===== config.mk =====
export PLATFORM = sky130hd
export DESIGN_NAME = fetch_unit
export DESIGN_NICKNAME = d
export VERILOG_FILES = /design/src/rtl/fetch_pkg.sv /design/src/rtl/fetch_fifo.sv /design/src/rtl/fetch_unit.sv
export SDC_FILE = /design/constraint.sdc
export NUM_CORES = 1
export LEC_CHECK = 0
export ABC_AREA = 1
export CAP_MARGIN = 20
export CORE_UTILIZATION = 25
export DETAILED_ROUTE_END_ITERATION = 7
export GPL_TIMING_DRIVEN = 0
export SYNTH_ARGS = -nofsm -noshare
export SYNTH_HDL_FRONTEND = slang
export SYNTH_SLANG_ARGS = --single-unit
export TNS_END_PERCENT = 1

===== constraint.sdc =====
create_clock -name clk -period 4.5 [get_ports clk]
set_clock_uncertainty 0.2 [all_clocks]
set_input_delay 1.125 -clock clk [delete_from_list [all_inputs] [get_ports clk]]
set_output_delay 1.125 -clock clk [all_outputs]
set_load 0.02 [all_outputs]

===== src/rtl/fetch_pkg.sv =====
// Shared types and constants for the instruction-fetch front end.
package fetch_pkg;

  localparam int FQ_PC_W  = 9;
  localparam int FQ_INS_W = 32;

  localparam logic [6:0] OP_BRANCH = 7'h63;
  localparam logic [6:0] OP_JAL    = 7'h6F;
  localparam logic [6:0] OP_HALT   = 7'h7F;

  typedef logic [1:0] bht_ctr_t;
  localparam bht_ctr_t BHT_INIT = 2'b01;

  typedef enum logic {
    RUN  = 1'b0,
    HALT = 1'b1
  } fetch_state_e;

  typedef struct packed {
    logic [FQ_PC_W-1:0]  pc;
    logic [FQ_INS_W-1:0] instr;
    logic                pred_taken;
  } fq_entry_t;

endpackage


===== src/rtl/fetch_fifo.sv =====
// Synchronous FIFO with flush; the head is read straight from storage (no
// push-to-head bypass) and reads as zero while the FIFO is empty.
module fetch_fifo #(
  parameter int  DEPTH = 4,
  parameter type T     = logic
) (
  input  logic                   clk,
  input  logic                   reset,
  input  logic                   push,
  input  T                       push_data,
  input  logic                   pop,
  input  logic                   flush,
  output T                       head_data,
  output logic                   head_valid,
  output logic [$clog2(DEPTH):0] count
);

  localparam int PTR_W = $clog2(DEPTH);
  localparam int CNT_W = PTR_W + 1;

  logic [PTR_W-1:0] wr_ptr_q, wr_ptr_d;
  logic [PTR_W-1:0] rd_ptr_q, rd_ptr_d;
  logic [CNT_W-1:0] count_q, count_d;
  T                 mem_q [DEPTH];
  T                 mem_d [DEPTH];

  // NOTE: every always_comb output gets a default first, so no path can leave it unassigned and infer a latch.
  always_comb begin
    wr_ptr_d = wr_ptr_q;
    rd_ptr_d = rd_ptr_q;
    count_d  = count_q;
    mem_d    = mem_q;
    if (flush) begin
      wr_ptr_d = '0;
      rd_ptr_d = '0;
      count_d  = '0;
    end else begin
      if (push) begin
        mem_d[wr_ptr_q] = push_data;
        wr_ptr_d        = wr_ptr_q + PTR_W'(1);
      end
      if (pop) rd_ptr_d = rd_ptr_q + PTR_W'(1);
      case ({push, pop})
        2'b10:   count_d = count_q + CNT_W'(1);
        2'b01:   count_d = count_q - CNT_W'(1);
        default: count_d = count_q;
      endcase
    end
  end

  // NOTE: sequential state uses non-blocking assignments so every flop samples pre-edge values.
  always_ff @(posedge clk) begin
    if (reset) begin
      wr_ptr_q <= '0;
      rd_ptr_q <= '0;
      count_q  <= '0;
    end else begin
      wr_ptr_q <= wr_ptr_d;
      rd_ptr_q <= rd_ptr_d;
      count_q  <= count_d;
    end
  end

  // NOTE: storage has no reset; only the pointers do, and the empty head is masked to zero below.
  always_ff @(posedge clk) begin
    mem_q <= mem_d;
  end

  assign head_valid = (count_q != '0);
  assign head_data  = head_valid ? mem_q[rd_ptr_q] : '0;
  assign count      = count_q;

  // The issue credit in the fetch unit must keep these from ever firing.
  always_ff @(posedge clk) begin
    if (!reset && !flush) begin
      assert (!(push && !pop && count_q == CNT_W'(DEPTH)));
      assert (!(pop && count_q == '0));
    end
  end

endmodule


===== src/rtl/fetch_unit.sv =====
// Instruction-fetch front end: PC/issue control, BHT-based branch prediction,
// halt handling and EX redirect, feeding decode through a small fetch queue.
module fetch_unit
  import fetch_pkg::*;
#(
  parameter int PC_W    = FQ_PC_W,
  parameter int INS_W   = FQ_INS_W,
  parameter int DEPTH   = 4,
  parameter int BHT_IDX = 4
) (
  input  logic             clk,
  input  logic             reset,
  output logic             imem_req,
  output logic [PC_W-1:0]  imem_addr,
  input  logic [INS_W-1:0] imem_rdata,
  output logic             id_valid,
  input  logic             id_ready,
  output logic [INS_W-1:0] id_instr,
  output logic [PC_W-1:0]  id_pc,
  output logic             id_pred_taken,
  input  logic             ex_redirect,
  input  logic [PC_W-1:0]  ex_target,
  input  logic             ex_br_valid,
  input  logic [PC_W-1:0]  ex_br_pc,
  input  logic             ex_br_taken
);

  localparam int CNT_W = $clog2(DEPTH) + 1;
  localparam int BHT_N = 1 << BHT_IDX;

  fetch_state_e    state_q, state_d;
  logic [PC_W-1:0] pc_q, pc_d;
  logic            rsp_v_q, rsp_v_d;
  logic [PC_W-1:0] rsp_pc_q, rsp_pc_d;
  bht_ctr_t        bht_q [BHT_N];
  bht_ctr_t        bht_d [BHT_N];

  logic             fifo_push, fifo_pop, fifo_flush;
  fq_entry_t        push_entry, head_entry;
  logic [CNT_W-1:0] fifo_count;
  logic             issue_ok;

  // Immediate decode of the returning word; offsets wrap at the PC width.
  logic [6:0]         rsp_op;
  logic [31:0]        b_imm, j_imm;
  logic               is_branch, is_jal, is_halt, pred_taken;
  logic [PC_W-1:0]    pred_tgt;
  logic [BHT_IDX-1:0] look_idx, train_idx;
  bht_ctr_t           look_ctr, train_ctr;

  assign rsp_op    = imem_rdata[6:0];
  assign b_imm     = {{19{imem_rdata[31]}}, imem_rdata[31], imem_rdata[7],
                      imem_rdata[30:25], imem_rdata[11:8], 1'b0};
  assign j_imm     = {{11{imem_rdata[31]}}, imem_rdata[31], imem_rdata[19:12],
                      imem_rdata[20], imem_rdata[30:21], 1'b0};
  assign is_branch = (rsp_op == OP_BRANCH);
  assign is_jal    = (rsp_op == OP_JAL);
  assign is_halt   = (rsp_op == OP_HALT);

  // Lookup and training both read the pre-edge table, so a same-cycle
  // update to the looked-up index is not visible to the prediction.
  assign look_idx   = rsp_pc_q[BHT_IDX+1:2];
  assign look_ctr   = bht_q[look_idx];
  assign train_idx  = ex_br_pc[BHT_IDX+1:2];
  assign train_ctr  = bht_q[train_idx];
  assign pred_taken = is_jal || (is_branch && look_ctr[1]);
  assign pred_tgt   = rsp_pc_q + (is_jal ? j_imm[PC_W-1:0] : b_imm[PC_W-1:0]);

  logic unused_ok;
  assign unused_ok = ^{b_imm[31:PC_W], j_imm[31:PC_W],
                       ex_br_pc[PC_W-1:BHT_IDX+2], ex_br_pc[1:0]};

  // An in-flight response already owns a queue slot, so it counts against the credit.
  assign issue_ok = !reset && (state_q == RUN) &&
                    (int'(fifo_count) + int'(rsp_v_q) + 1 <= DEPTH);

  assign push_entry = '{pc: rsp_pc_q, instr: imem_rdata, pred_taken: pred_taken};

  always_comb begin
    state_d    = state_q;
    pc_d       = pc_q;
    rsp_v_d    = 1'b0;
    rsp_pc_d   = rsp_pc_q;
    bht_d      = bht_q;
    imem_req   = 1'b0;
    fifo_push  = 1'b0;
    fifo_pop   = 1'b0;
    fifo_flush = 1'b0;

    if (ex_br_valid) begin
      if (ex_br_taken) bht_d[train_idx] = (train_ctr == 2'b11) ? train_ctr : train_ctr + 2'd1;
      else             bht_d[train_idx] = (train_ctr == 2'b00) ? train_ctr : train_ctr - 2'd1;
    end

    if (ex_redirect) begin
      fifo_flush = 1'b1;
      pc_d       = ex_target;
      state_d    = RUN;
    end else begin
      imem_req = issue_ok;
      fifo_pop = id_valid && id_ready;
      if (issue_ok) begin
        pc_d     = pc_q + PC_W'(4);
        rsp_v_d  = 1'b1;
        rsp_pc_d = pc_q;
      end
      if (rsp_v_q) begin
        fifo_push = 1'b1;
        // Halt and taken predictions both discard the request issued this cycle.
        if (is_halt) begin
          state_d = HALT;
          rsp_v_d = 1'b0;
          pc_d    = pc_q;
        end else if (pred_taken) begin
          pc_d    = pred_tgt;
          rsp_v_d = 1'b0;
        end
      end
    end
  end

  always_ff @(posedge clk) begin
    if (reset) begin
      state_q  <= RUN;
      pc_q     <= '0;
      rsp_v_q  <= 1'b0;
      rsp_pc_q <= '0;
      bht_q    <= '{default: BHT_INIT};
    end else begin
      state_q  <= state_d;
      pc_q     <= pc_d;
      rsp_v_q  <= rsp_v_d;
      rsp_pc_q <= rsp_pc_d;
      bht_q    <= bht_d;
    end
  end

  fetch_fifo #(
    .DEPTH (DEPTH),
    .T     (fq_entry_t)
  ) u_fifo (
    .clk        (clk),
    .reset      (reset),
    .push       (fifo_push),
    .push_data  (push_entry),
    .pop        (fifo_pop),
    .flush      (fifo_flush),
    .head_data  (head_entry),
    .head_valid (id_valid),
    .count      (fifo_count)
  );

  assign imem_addr     = pc_q;
  assign id_instr      = head_entry.instr;
  assign id_pc         = head_entry.pc;
  assign id_pred_taken = head_entry.pred_taken;

endmodule


### Word level (Yosys, flattened, before mapping)

Index checks and enable logic that the tools add are counted.
Widths: inputs -> output; s select.

* bits in registers: 227
* input bits: 56
* output and inout bits: 53

* $add $sub $neg: 10
* order comparisons: 7
* eq/ne operators: 7
* muxes and demuxes: 36
* bitwise logic cells: 7
* reduce and logical (&&, ||, !) cells: 16

Operators by type and width (number)
* $bwmux 168: 1
* $mux 42: 4
* $bmux 42 s2: 1
* $demux 42 s2: 1
* $bwmux 32: 2
* $mux 9: 5
* $mux 32: 1
* $eq 7x7->1 const B: 3
* $bmux 2 s4: 2
* $mux 2: 7
* $ge 5x5->1 const B: 2
* $not 4->5: 2
* $add 9x3->9 const B: 1
* $add 9x9->9: 1
* $mux 1: 9
* $demux 2 s4: 1
* $add 2x1->2 const B: 3
* $ge 3x3->1 const B: 2
* $logic_and 1x1->1: 6
* $not 2->3: 2
* $pmux 3 s2: 1
* $reduce_and 2->1: 3
* $add 4x1->5 const B: 1
* $le 5x3->1 const B: 1
* other kinds (17): 21

### Logic depth before layout (Yosys ltp)

* depth after elaboration: 10
* mapped depth: 17
* gate-level depth less buffers: 17

### Cells and area by module

A second synthesis with hierarchy kept.

* cell total of the unflattened synthesis: 1123
* area total of the unflattened synthesis: 10448.8 um^2

By module, submodules not included
* fetch_fifo: times used 1, cells each 594, area each 7058.0 um^2
* fetch_unit: times used 1, cells each 529, area each 3390.8 um^2

### Worst setup path after synthesis

No wires, ideal clock.

* path type: in2reg
* start point: input ex_redirect
* end point: register u_fifo.mem_q[0] (netlist name) (enable)
* library setup time: 0.442 ns
* arrival time: 3.396 ns
* path slack: 0.462 ns
* stages on the path: 3
* cells stage by stage: nor2_1 clkinv_1 nor2_1

* word-level cells in the longest chain between the ends: 3

Ends and longest elaborated chain
* start: declaration: line fetch_unit.sv:21 `input logic ex_redirect,`
* $mux 1: line fetch_unit.sv:95 `if (ex_redirect) begin`
* $not 1->1 (no line)
* $reduce_and 2->1 (no line) *
* end signal: assignment: line fetch_fifo.sv:66 `mem_q <= mem_d;`
* end: declaration: line fetch_fifo.sv:24 `T mem_q [DEPTH];`

Every way passes the cells marked *; elsewhere a longest branch is shown, timed or not.
A chain may end at the register's enable or synchronous reset.

### Worst setup path in the final report

* start point: register u_fifo.rd_ptr_q[1]
* end point: output id_pc[0]

* word-level cells in the longest chain between the ends: 5

Ends and longest elaborated chain
* start: declaration: line fetch_fifo.sv:22 `logic [PTR_W-1:0] rd_ptr_q, rd_ptr_d;`
* start signal: assignment: line fetch_fifo.sv:59 `rd_ptr_q <= rd_ptr_d;`
* $not 2->3 (not written as such): line fetch_fifo.sv:70 `assign head_data = head_valid ? mem_q[rd_ptr_q] : '0;`
* $bmux 42 s2: line fetch_fifo.sv:70
* $mux 42 (not written as such) (2 in a row): line fetch_fifo.sv:70
* $mux 42: line fetch_fifo.sv:70
* end: declaration: line fetch_unit.sv:19 `output logic [PC_W-1:0] id_pc,`

No other way between the ends. The select of a mux whose other input is x is not followed.

==> flow_summary_export.csv <==
group,metric,value,unit
drt,vias,7976,
logic_synthesis,synth_top_area_share,49.3,%
grt,grt_pass1_wl,43100,µm
critical_path,cpMostUsedCell,"clkbuf_1",
clock_network,clk_pin_slew,60,ps
grt,grt_max_degree,28,
final_layout,diodes,0,
critical_path,cp_cell_sequence,"clkbuf_1 -> clkinvlp_4 -> clkbuf_1 -> nor2_1 -> o21ai_0 -> a21oi_1 -> clkdlybuf4s50_1",
floorplan,dieHeight,204,µm
critical_path,critical_path_class,"reg2out",
critical_path,slowest_delay,660,ps
floorplan,pin_count,109,
critical_path,timing.rr.end,"u_fifo.mem_q[151]",
min_path,hold_depth,2,
timing,slew_viol_final,0,
clock_network,cts.path.max_buffers,3,
grt,grt_pass1_vias,7436,
final_layout,area_growth,25.5,%
critical_path,startpoint,"u_fifo.rd_ptr_q[1]",
critical_path,endpoint,"id_pc[0]",
logic_synthesis,netlist_instances,1077,
drt,wl,28300,µm
timing,fin_crit,4350,ps
critical_path,cp_slowest_cell,"clkdlybuf4s50_1",
clock_network,clk_latency,510,ps
grt,antenna_found_initial,1,
final_layout,multi_input_area,3430,µm²
critical_path,arrival,3030,ps
placement,routabilityCongestion,0.884,
timing,setup_tns,0,ps
clock_network,cts-root-buf,"clkbuf_16",
timing,relSlewSlack,45.6,%
critical_path,rr_startpoint,"rsp_v_q",
placement,placed_area,12000,µm²
critical_path,path_buf_inv,4,
drt,first_pass_iters,5,
floorplan,start_util,25.6,%
placement,io_buffers,101,
timing,hold_violations,0,
final_layout,regArea,6230,µm²
logic_synthesis,yosysMostFrequentCell,"nor2_1",
critical_path,timing.reg2reg.setup_slack,1600,ps
logic_synthesis,ys_top_cells_by_count,"nor2_1, edfxtp_1, nand2_1",
logic_synthesis,synth.distinct_cells,37,
drt,wire_per_inst,16.1,µm
drt,drtIter0Drc,533,
job,drv_cap,0,
logic_synthesis,yosysWarnings,0,
critical_path,crit_cells,7,
logic_synthesis,synth.area.top_cells,"edfxtp_1, dfxtp_1, nor2_1",
logic_synthesis,async_flop_share,0,%
clock_network,cts-resized-gates,5,
logic_synthesis,syn_area,10200,µm²
pwr,max-vdd-ir-drop,0.000244,V
floorplan,chipWidth,204,µm
logic_synthesis,synth_nets,1150,
min_path,hold_class,"reg2reg",
clock_network,cts_setup_buffers,0,
logic_synthesis,ys_ff_latch,227,
min_path,min_from,"bht_q[12]",
drt,antenna_left,0,
clock_network,tritoncts,"built",
timing,post-route-period-util,96.7,%
critical_path,crit_required,3170,ps
drt,drc_errors,0,
grt,grt_overflow,0,
floorplan,dieArea,41700,µm²
placement,hpwl,19900,µm
critical_path,end_kind,"output pin",
clock_network,cts.sinks,227,
timing,fmax,230,MHz
floorplan,core_area,40000,µm²
final_layout,num-fill-cells,4122,
timing,report.final.setup_viol,0,
final_layout,fin_area,12800,µm²
floorplan,rows,73,
logic_synthesis,synthFlopType,"edfxtp_1",
pwr,leakage,4.79,nW
final_layout,layout-drive-gt1-share,6.44,%
drt,viasPerCell,4.55,
critical_path,start_kind,"register",
critical_path,critical-path-top-delay-family,"buffers and inverters",
timing,tightest_slew,814,ps
critical_path,rr_worst_depth,6,
timing,rsz0062_at_grt,"true",
grt,grtUsageTotal,13.3,%
logic_synthesis,synth_top_cell_by_area,"edfxtp_1",
clock_network,htreeDepth,1,
logic_synthesis,ys_seq_area_share,60.9,%
logic_synthesis,synth_edf_count,168,
clock_network,cts_buffers,24,
status,status,"completed",
pwr,power,4.67,mW
pwr,p_per_area,364,nW/µm²
critical_path,critPathMaxFanout,10,
final_layout,nets,1282,
logic_synthesis,avgSynthCellArea,9.50,µm²
clock_network,cts_hold_buffers,0,
==> how the worst min path moves through the flow <==
stage | end | slack, ps
after floorplan | bht_q[10] | 240
after global placement | bht_q[10] | 260
after detailed placement | bht_q[12] | 260
after CTS | bht_q[12] | 270
after global routing | bht_q[22] | 300
final | bht_q[12] | 270
==> power by group <==
group          internal [mW]  switching, mW
logic                  0.147          0.231
clock network           1.17          0.804
registers               2.28         0.0320
total                   3.60           1.07
==> area by class of cell <==
type,count,area share (%)
Buffer,48,1.72
Clock buffer,30,4.93
Clock inverter,14,1.23
Inverter,106,3.13
Multi-Input combinational cell,696,26.7
Sequential cell,227,48.5
Tap cell,525,5.12
Timing Repair Buffer,106,8.64
==> per-stage QoR <==
stage	worst slack [ps]	hold WS [ps]	cells	util [%]
floorplan	462	242	1077	-
global placement	-1870	255	1703	29.7
detailed placement	48.4	257	1708	30.0
CTS	37.4	273	1752	32.0
global route	-55.8	300	1752	32.1
finish	148	274	1752	32.1
==> registers in the layout, summed over array words and instances, names as in the netlist <==
name and flops:
u_fifo.rd_ptr_q 2, u_fifo.wr_ptr_q 2, u_fifo.mem_q 168, bht_q 32, rsp_pc_q 9, state_q 1
u_fifo.count 3, imem_addr 9, rsp_v_q 1
==> cell usage in the layout (no fill, tap or decap), drive strengths merged, types with 2 or more instances in the layout <==
cell type      count
inv              102
clkinvlp           2
nand4              8
o211ai            16
nand3b             5
a22oi              8
nor2             216
o21ai            116
a21oi             80
xnor2              3
nand2            129
bufinv             3
dfxtp             59
nor3               5
fa                 2
clkinv            13
edfxtp           168
xor2               9
clkdlybuf4s50    100
nand3             70
ha                15
a31oi              2
o22ai              8
clkbuf            66
buf               17
==> worst reg2reg max path, delay by kind of cell, from the launching register on <==
kind | cells | cell delay, ps
simple gates | 2 | 1080
buf+inv | 4 | 1030
flops | 1 | 300
==> cell families after synthesis <==
| group | synth area share [%] |
|---|---|
| compound gates | 12.3 |
| fa+ha+maj | 2.23 |
| xor+xnor | 1.03 |
| flops | 60.9 |
| buf+inv | 5.91 |
| simple gates | 17.7 |
==> metal layers <==
layer	wire, µm	track usage (%)
met1	12900	18.9
met2	13200	21.5
met3	1790	2.17
met4	307	2.27
met5	13	0
Note: power is estimated with default switching activity, not from simulation.
